$ cat src/rtl/ppu_pixel_output.sv
// PPU pixel output stage.
// Captures the mixer's left/right colour pair once per 4-cycle dot slot. It applies
// master brightness and forced blank, then buffers the pairs in a small FIFO. A
// valid/ready serializer emits the pairs as a pixel stream, tagged with line and
// frame starts. A FIFO overflow sets a sticky flag.
// Optional feature macro: PIXEL_OUT_CRC_EN adds a per-frame CRC-16-CCITT of the
// emitted pixels on frame_crc. Without the macro, frame_crc is tied to zero.
module ppu_pixel_output #(
    parameter int unsigned FIFO_DEPTH  = 16,
    parameter int unsigned LINE_PIXELS = 512
) (
    input  logic        clk,
    input  logic        reset_n,
    input  logic [1:0]  step,
    input  logic        pixel_active,
    input  logic        line_start,
    input  logic        frame_start,
    input  logic [14:0] color_left,
    input  logic [14:0] color_right,
    input  logic [3:0]  brightness,
    input  logic        force_blank,
    output logic        out_valid,
    input  logic        out_ready,
    output logic [14:0] out_color,
    output logic [8:0]  out_hpos,
    output logic        out_sol,
    output logic        out_sof,
    output logic        out_line_end,
    output logic        overflow,
    input  logic        overflow_clr,
    output logic [15:0] frame_crc
);

    localparam int unsigned PTR_W     = $clog2(FIFO_DEPTH);
    localparam int unsigned CNT_W     = PTR_W + 1;
    localparam logic [8:0]  HPOS_LAST = 9'(LINE_PIXELS - 1);

    typedef enum logic [1:0] {
        StIdle,
        StLeft,
        StRight
    } ser_state_e;

    // Per-channel master brightness: (c * (b + 1)) >> 4. Forced blank gives black.
    function automatic logic [14:0] apply_brightness(input logic [14:0] c,
                                                     input logic [3:0]  b,
                                                     input logic        blank);
        logic [14:0] res;
        logic [4:0]  b_inc;
        logic [8:0]  prod;
        res   = 15'h0;
        b_inc = {1'b0, b} + 5'd1;
        for (int ch = 0; ch < 3; ch++) begin
            prod = {4'd0, c[ch*5 +: 5]} * {4'd0, b_inc};
            res[ch*5 +: 5] = prod[8:4];
        end
        return blank ? 15'h0 : res;
    endfunction

    // ------------------------------------------------------------------
    // S1: capture
    // ------------------------------------------------------------------
    logic        capture;
    logic        pend_sol_q, pend_sof_q;
    logic        s1_valid_q;
    logic [14:0] s1_left_q, s1_right_q;
    logic [3:0]  s1_bright_q;
    logic        s1_blank_q;
    logic        s1_sol_q, s1_sof_q;

    // step==0 is the first slot after the mixer has updated its colour outputs.
    assign capture = (step == 2'h0) && pixel_active;

    // Pending start flags. A pulse in the capture cycle goes straight into that capture.
    always_ff @(posedge clk or negedge reset_n) begin
        if (!reset_n) begin
            pend_sol_q <= 1'b0;
            pend_sof_q <= 1'b0;
        end else if (capture) begin
            pend_sol_q <= 1'b0;
            pend_sof_q <= 1'b0;
        end else begin
            pend_sol_q <= pend_sol_q | line_start;
            pend_sof_q <= pend_sof_q | frame_start;
        end
    end

    // Capture register for the colour pair and its per-dot controls.
    always_ff @(posedge clk or negedge reset_n) begin
        if (!reset_n) begin
            s1_valid_q  <= 1'b0;
            s1_left_q   <= 15'h0;
            s1_right_q  <= 15'h0;
            s1_bright_q <= 4'h0;
            s1_blank_q  <= 1'b0;
            s1_sol_q    <= 1'b0;
            s1_sof_q    <= 1'b0;
        end else begin
            s1_valid_q <= capture;
            if (capture) begin
                s1_left_q   <= color_left;
                s1_right_q  <= color_right;
                s1_bright_q <= brightness;
                s1_blank_q  <= force_blank;
                s1_sol_q    <= pend_sol_q | line_start;
                s1_sof_q    <= pend_sof_q | frame_start;
            end
        end
    end

    // ------------------------------------------------------------------
    // S2: brightness and FIFO push
    // ------------------------------------------------------------------
    logic [31:0] push_entry;
    logic        retire;
    logic        fifo_full, fifo_empty;
    logic        push_ok, drop;

    // Entry layout: {sof, sol, left[14:0], right[14:0]}.
    assign push_entry = {s1_sof_q, s1_sol_q,
                         apply_brightness(s1_left_q, s1_bright_q, s1_blank_q),
                         apply_brightness(s1_right_q, s1_bright_q, s1_blank_q)};

    logic [31:0]      fifo_mem [FIFO_DEPTH];
    logic [PTR_W-1:0] wr_ptr_q, rd_ptr_q, rd_ptr_nxt;
    logic [CNT_W-1:0] count_q;
    logic [31:0]      head;
    logic [16:0]      next_hdr;

    assign fifo_full  = (count_q == CNT_W'(FIFO_DEPTH));
    assign fifo_empty = (count_q == '0);
    // A push against a full FIFO is still accepted if the head retires in the same cycle.
    assign push_ok    = s1_valid_q && (!fifo_full || retire);
    assign drop       = s1_valid_q && fifo_full && !retire;
    assign rd_ptr_nxt = rd_ptr_q + PTR_W'(1);
    assign head       = fifo_mem[rd_ptr_q];
    assign next_hdr   = fifo_mem[rd_ptr_nxt][31:15];

    // FIFO storage. No reset: occupancy is tracked by the pointers and the count.
    always_ff @(posedge clk) begin
        if (push_ok) begin
            fifo_mem[wr_ptr_q] <= push_entry;
        end
    end

    // FIFO pointers and occupancy.
    always_ff @(posedge clk or negedge reset_n) begin
        if (!reset_n) begin
            wr_ptr_q <= '0;
            rd_ptr_q <= '0;
            count_q  <= '0;
        end else begin
            if (push_ok) wr_ptr_q <= wr_ptr_q + PTR_W'(1);
            if (retire)  rd_ptr_q <= rd_ptr_nxt;
            unique case ({push_ok, retire})
                2'b10:   count_q <= count_q + CNT_W'(1);
                2'b01:   count_q <= count_q - CNT_W'(1);
                default: count_q <= count_q;
            endcase
        end
    end

    // Sticky overflow. A drop in the same cycle as a clear wins.
    always_ff @(posedge clk or negedge reset_n) begin
        if (!reset_n) begin
            overflow <= 1'b0;
        end else if (drop) begin
            overflow <= 1'b1;
        end else if (overflow_clr) begin
            overflow <= 1'b0;
        end
    end

    // ------------------------------------------------------------------
    // Serializer
    // ------------------------------------------------------------------
    ser_state_e  state_q, state_d;
    logic        valid_q, valid_d;
    logic [14:0] color_q, color_d;
    logic [8:0]  hpos_q, hpos_d, hpos_inc;
    logic        sol_q, sol_d;
    logic        sof_q, sof_d;
    logic        handshake;

    assign handshake = valid_q && out_ready;
    assign hpos_inc  = (hpos_q == HPOS_LAST) ? 9'd0 : hpos_q + 9'd1;

    // Next-state logic. Outputs change only on a handshake or when leaving idle.
    always_comb begin
        state_d = state_q;
        valid_d = valid_q;
        color_d = color_q;
        hpos_d  = hpos_q;
        sol_d   = sol_q;
        sof_d   = sof_q;
        retire  = 1'b0;
        unique case (state_q)
            StIdle: begin
                if (!fifo_empty) begin
                    valid_d = 1'b1;
                    color_d = head[29:15];
                    sol_d   = head[30];
                    sof_d   = head[31];
                    if (head[30]) hpos_d = 9'd0;
                    state_d = StLeft;
                end
            end
            StLeft: begin
                if (handshake) begin
                    color_d = head[14:0];
                    sol_d   = 1'b0;
                    sof_d   = 1'b0;
                    hpos_d  = hpos_inc;
                    state_d = StRight;
                end
            end
            StRight: begin
                if (handshake) begin
                    retire = 1'b1;
                    // Chain straight into the next left pixel only when it is
                    // already stored behind the retiring head.
                    if (count_q > CNT_W'(1)) begin
                        color_d = next_hdr[14:0];
                        sol_d   = next_hdr[15];
                        sof_d   = next_hdr[16];
                        hpos_d  = next_hdr[15] ? 9'd0 : hpos_inc;
                        state_d = StLeft;
                    end else begin
                        valid_d = 1'b0;
                        sol_d   = 1'b0;
                        sof_d   = 1'b0;
                        hpos_d  = hpos_inc;
                        state_d = StIdle;
                    end
                end
            end
            default: begin
                valid_d = 1'b0;
                state_d = StIdle;
            end
        endcase
    end

    // Serializer state and registered outputs.
    always_ff @(posedge clk or negedge reset_n) begin
        if (!reset_n) begin
            state_q <= StIdle;
            valid_q <= 1'b0;
            color_q <= 15'h0;
            hpos_q  <= 9'd0;
            sol_q   <= 1'b0;
            sof_q   <= 1'b0;
        end else begin
            state_q <= state_d;
            valid_q <= valid_d;
            color_q <= color_d;
            hpos_q  <= hpos_d;
            sol_q   <= sol_d;
            sof_q   <= sof_d;
        end
    end

    assign out_valid    = valid_q;
    assign out_color    = color_q;
    assign out_hpos     = hpos_q;
    assign out_sol      = sol_q;
    assign out_sof      = sof_q;
    assign out_line_end = (hpos_q == HPOS_LAST);

    // ------------------------------------------------------------------
    // Optional frame CRC
    // ------------------------------------------------------------------
`ifdef PIXEL_OUT_CRC_EN
    // CRC-16-CCITT (poly 0x1021), MSB first, over one 16-bit word.
    function automatic logic [15:0] crc16_word(input logic [15:0] crc_in,
                                               input logic [15:0] data);
        logic [15:0] c;
        logic        fb;
        c = crc_in;
        for (int i = 15; i >= 0; i--) begin
            fb = c[15] ^ data[i];
            c  = {c[14:0], 1'b0};
            if (fb) c = c ^ 16'h1021;
        end
        return c;
    endfunction

    logic [15:0] crc_run_q, frame_crc_q;

    // Running CRC. On an sof pixel, publish the previous frame and restart.
    always_ff @(posedge clk or negedge reset_n) begin
        if (!reset_n) begin
            crc_run_q   <= 16'hFFFF;
            frame_crc_q <= 16'h0;
        end else if (handshake) begin
            if (sof_q) begin
                frame_crc_q <= crc_run_q;
                crc_run_q   <= crc16_word(16'hFFFF, {1'b0, color_q});
            end else begin
                crc_run_q   <= crc16_word(crc_run_q, {1'b0, color_q});
            end
        end
    end

    assign frame_crc = frame_crc_q;
`else
    assign frame_crc = 16'h0;
`endif

endmodule

$ cat config.mk
export PLATFORM = sky130hd
export DESIGN_NAME = ppu_pixel_output
export DESIGN_NICKNAME = d
export VERILOG_FILES = /design/src/rtl/ppu_pixel_output.sv
export SDC_FILE = /design/constraint.sdc
export NUM_CORES = 1
export LEC_CHECK = 0
export CAP_MARGIN = 20
export CORE_ASPECT_RATIO = 0.6
export CORE_UTILIZATION = 45
export CTS_CLUSTER_SIZE = 25
export DETAILED_ROUTE_END_ITERATION = 8
export GPL_TIMING_DRIVEN = 0
export PLACE_DENSITY = 0.74
export SETUP_SLACK_MARGIN = 0.5
export SKIP_CTS_REPAIR_TIMING = 1
export SLEW_MARGIN = 5
export SYNTH_ARGS = -nofsm -noshare
export SYNTH_HDL_FRONTEND = slang
export SYNTH_SLANG_ARGS = --single-unit
$ cat constraint.sdc
create_clock -name clk -period 4.9 [get_ports clk]
set_clock_uncertainty 0.2 [all_clocks]
set_input_delay 0.735 -clock clk [delete_from_list [all_inputs] [get_ports clk]]
set_output_delay 0.735 -clock clk [all_outputs]
set_load 0.01 [all_outputs]
**Yosys cells after proc, flatten, opt, wreduce, memory -nomap -nowiden**

Memory sizes are Yosys's and may differ from the RTL's.
Cells that the tools add are included.
Widths: inputs -> output; s select.

- Bitwise operators: 3
- Reductions and logical operators: 19
- Magnitude comparators: 1
- Multipliers: 6
- Add/subtract/negate cells: 6
- Eq/ne operators: 12
- Muxes and demuxes: 42

Operators with widths:

| operator | number |
|---|---|
| $mux 15 | 6 |
| $mux 9 | 7 |
| $mul 5x5->9 | 6 |
| $pmux 15 s3 | 1 |
| $pmux 9 s3 | 1 |
| $mux 1 | 19 |
| $ne 2x2->1 const B | 6 |
| $pmux 5 s2 | 1 |
| $reduce_and 5->1 | 2 |
| $add 9x1->9 const B | 1 |
| $eq 9x9->1 const B | 1 |
| $pmux 1 s3 | 3 |
| $add 4x1->4 const B | 2 |
| $reduce_and 4->1 | 2 |
| $mux 2 | 3 |
| $pmux 2 s3 | 1 |
| $add 4x1->5 const B | 1 |
| $add 5x1->5 const B | 1 |
| $eq 5x5->1 const B | 1 |
| $gt 5x1->1 const B | 1 |
| $logic_and 1x1->1 | 5 |
| $logic_not 5->1 | 1 |
| $sub 5x1->5 const B | 1 |
| $eq 2x1->1 const B | 2 |
| other kinds (9) | 14 |

- Output and inout port bits: 45
- Memories: 1
- Memory bits (writable): 512
- Bits in registers: 83
- Logic and storage cells: 109
- Input port bits: 44

Memories:

| name | words | width | read ports | clocked after memory_dff | write ports | RTL line | RTL |
|---|---|---|---|---|---|---|---|
| fifo_mem | 16 | 32 | 2 | 0 | 1 | 124 | `logic [31:0] fifo_mem [FIFO_DEPTH];` |

**Logic depth before layout (Yosys ltp)**

- Depth after elaboration: 7
- Gate-level depth with buffers: 16
- Mapped depth without buffers: 15

**Worst setup path before layout**

OpenSTA, ideal clock, no wires.

- Path type: in2reg
- Start point: input port out_ready
- End point: memory fifo_mem[0][0], enable pin
- Required time: 4199 ps
- Setup time: 501 ps
- Buffers on the path: 0
- Arrival: 4633 ps
- Stages on the path: 4
- Slack: -435 ps
- Path through: nand3_1 > a31oi_1 > inv_1 > nor4_1

- Word-level cells in the longest chain between the ends: 7

Ends and longest elaborated chain:

| what | RTL line | RTL |
|---|---|---|
| start, declared | 23 | `input logic out_ready,` |
| $logic_and 1x1->1 | 185 | `assign handshake = valid_q && out_ready;` |
| $mux 1 | 218 | `if (handshake) begin` |
| $mux 1 | 197 | `unique case (state_q)` |
| $logic_or 1x1->1 | 133 | `assign push_ok = s1_valid_q && (!fifo_full \|\| retire);` |
| $logic_and 1x1->1 | 133 |  |
| $mux 1 | 141 | `if (push_ok) begin` |
| $mux 1 (implied by the code) | 142 | `fifo_mem[wr_ptr_q] <= push_entry;` |
| end, declared | 124 |  |

No other way between the ends.

**Worst setup path after layout**

- Start point: register s1_bright_q[0]
- End point: memory fifo_mem[12][14], data pin

- Word-level cells in the longest chain between the ends: 3

Ends and longest elaborated chain:

| what | RTL line | RTL |
|---|---|---|
| start, declared | 67 | `logic [3:0] s1_bright_q;` |
| start signal, assigned | 103 | `s1_bright_q <= brightness;` |
| $add 4x1->5 | 52 | `b_inc = {1'b0, b} + 5'd1;` |
| $mul 5x5->9 | 54 | `prod = {4'd0, c[ch*5 +: 5]} * {4'd0, b_inc};` |
| $mux 15 | 57 | `return blank ? 15'h0 : res;` |
| net push_entry[14] | 114 | `logic [31:0] push_entry;` |

The timed path passes the listed nets, and every way through them passes these cells.

==> impl_metrics.toml <==
[cts]
clk_pin_slew_worst_paths_ns = 0.07
clockBufferDepth = 3
cts_tree = "built"
htree_levels = 2
cts.sinks = 595
clock-root-buffer = "clkbuf_16"
clk_latency_ns = 0.60
cts-buffers-inserted = 50

[synthesis]
synth.avg_cell_area_sq_um = 16.4
ys_ff_latch = 595
async_flop_share_pct = 13.9
synth_flop_cell = "edfxtp_1"
netlist_area_sq_mm = 0.0294
yosysSeqAreaShare_pct = 59.4
syn_inst = 1790
synth_top_family_by_area = "multiplexers"
yosys.cell_count.top_type = "edfxtp_1"
synthMuxAreaShare_pct = 18.8
yosysUniqueCellTypes = 58
yosys.area_share.simple_pct = 6.54
synth_top_area_share_pct = 52.3
synth_area_leaders = "edfxtp_1 52%, mux4_2 16%, dfrtp_1 7.1%, ha_1 4.5%, fa_1 2.9%"
ys_warn_count = 0
synthXorXnorAreaFrac_pct = 1.60
synth-edff-count = 512
synth_area_leader_cell = "edfxtp_1"
synth_fa_ha_area_share_pct = 7.37
synth_common_cells = "512 x edfxtp_1, 213 x mux4_2, 132 x nand2_1"
synth_compound_area_share_pct = 3.41

[timing]
drv_slew = 0
finalCriticalPeriod_ns = 4.61
worst_pin_slew_ns = 1.40
setup_viol = 0
fin_crit_sh_pct = 94.1
whs_ns = -0.0377
slew-limit-headroom_pct = 6.49
fmax_ghz = 0.217
rsz0062_at_grt = "yes"
final_hold_viol_count = 35

[cells_and_area]
final_util_pct = 54.3
diodes = 0
area_growth_pct = 19.1
drive_gt1_share_pct = 29.2
fillers = 4882
layout.cells.non_filler = 2923
nets = 2225

[placement]
place.gp.congestion = 0.925
place_inst = 2776
place_hpwl_um = 58700
port_buffers = 72

[global_routing]
grt_max_degree = 46
grt_pass1_vias = 17900
grt-ovfl-total = 0
grt_usage_pct = 25.5
grt_pass1_wl_um = 121000
antenna_found_initial = 2

[setup_path]
path_depth = 18
slowest_delay_ns = 0.49
worstPathArrival_ns = 4.86
rr_worst_depth = 18
cpLargestDelayFamily = "adder cells"
crit_type = "flop to flop"
slowest_stage = "fa_1"
r2r-end = "fifo_mem[12][14]"
worst-path-buf-inv = 5
cp-start-kind = "flop"
startpoint = "s1_bright_q[0]"
reg2reg_slack_ns = 0.29
end_kind = "flop"
regToRegStartpoint = "s1_bright_q[0]"
cp_max_fo = 8
path_cells = "ha_4, xor2_4, buf_4, buf_8, and2_4, ha_4, ha_1, inv_1, fa_1, inv_1, ha_1, and4_4, a21oi_4, o21bai_4, a2111oi_4, or4_4, a21oi_4, clkbuf_16"
critPathRequiredTime_ns = 5.15
endpoint = "fifo_mem[12][14]"

[route]
dr.pass1.iters = 8
wl_per_cell_um = 30.2
ant_nets = 0
vias_per_cell = 6.41
drt_wl_total_um = 88300
vias = 18700
drc = 0
drt-initial-drc-count = 3228

[power_and_ir_drop]
ir_drop_mv = 0.348
p_leak_nw = 12.3
fin_total_pwr_mw = 16.5
p_per_area_mw_per_mm2 = 473

[outcome]
status = "complete, but fails checks"
failed_checks = "hold timing"

[floorplanning]
dieArea_sq_mm = 0.0664
die_width_um = 332
start_util_pct = 45.6
die_h_um = 200
core_sq_mm = 0.0645
num_rows = 72
ios = 89

[hold_path]
min_path_type = "input pin to asynchronous set/reset pin"

[job]
max_cap_violations = 0
-- state kept, by name, indices dropped and copies added, names as in the netlist, 5 cells and up --
register    cells
fifo_mem      512
out_color      15
s1_right_q     15
out_hpos        9
s1_left_q      15
count_q         5
-- cell usage in the layout (no fill, tap or decap), types with 9 or more instances in the layout --
cell / n
a211oi_1: 11
a21oi_1: 19
a21oi_4: 13
a22oi_1: 15
a32oi_1: 16
and2_1: 67
buf_1: 10
buf_12: 18
buf_2: 35
buf_4: 70
buf_6: 13
buf_8: 13
clkbuf_1: 43
clkbuf_16: 56
clkdlybuf4s50_1: 71
clkinv_1: 9
conb_1: 16
dfrtp_1: 80
edfxtp_1: 512
fa_1: 42
ha_1: 102
inv_1: 72
mux2_2: 36
mux2_4: 10
mux2i_1: 11
mux4_2: 213
nand2_1: 129
nand3_1: 36
nor2_1: 40
nor2_4: 11
nor2b_1: 35
o21ai_0: 19
xnor2_1: 42
-- routing by layer --
| layer | share of wire [%] | GRT usage, % | wire, um |
|---|---|---|---|
| met1 | 39 | 37.9 | 34900 |
| met2 | 42 | 36.3 | 37400 |
| met3 | 16 | 8.42 | 14300 |
| met4 | 2.1 | 5.45 | 1830 |
| met5 | 0 | 0.426 | 0 |
-- final cells by class --
class                   instances  area [sq um]  area share (%)
well taps                     851          1060            3.04
repair buffers                171          1970            5.64
multi-input cells            1024         12000            34.2
plain buffers                 111           647            1.85
flip-flops and latches        595         17500            49.8
clock buffers                  60          1330            3.80
inverters                      80           303           0.865
clock inverters                31           273           0.779
-- per-stage QoR --
step / instance area, sq um / hold WS [ns] / setup TNS (ns) / setup WS [ns]
after floorplan: 29600 / 0.239 / -55.65 / -0.435
after global placement: 31400 / 0.268 / -1213.96 / -5.43
after detailed placement: 32100 / 0.279 / -83.81 / -0.462
after CTS: 33700 / -0.0209 / -93.33 / -0.481
after global routing: 35000 / 0.0142 / 0 / 0.224
final: 35000 / -0.0377 / 0 / 0.291
-- power breakdown --
group	total (mW)	internal (mW)	leakage [nW]	switching, mW
registers	6.96	6.79	5.71	0.169
logic	5.53	2.02	5.87	3.51
clock network	4.06	2.15	0.767	1.91
total	16.5	11.0	12.3	5.58
-- worst min-delay path by stage --
stage               startpoint     endpoint  slack [ns]  depth (start not counted)
floorplan              reset_n   count_q[0]        0.24                          0
global placement    pend_sol_q   pend_sol_q        0.27                          2
detailed placement  pend_sol_q   pend_sol_q        0.28                          2
CTS                    reset_n   s1_valid_q       -0.02                          1
global route           reset_n  wr_ptr_q[2]        0.01                          1
finish                 reset_n   s1_valid_q       -0.04                          1
-- logic make-up after synthesis --
group / Yosys count
other: 1
adder cells (fa/ha/maj): 148
buffers and inverters: 191
multiplexers: 272
flip-flops: 595
AND/OR/NAND/NOR: 385
XOR/XNOR: 53
AO/OA/AOI/OAI: 145
(Power assumes the default switching activity.)
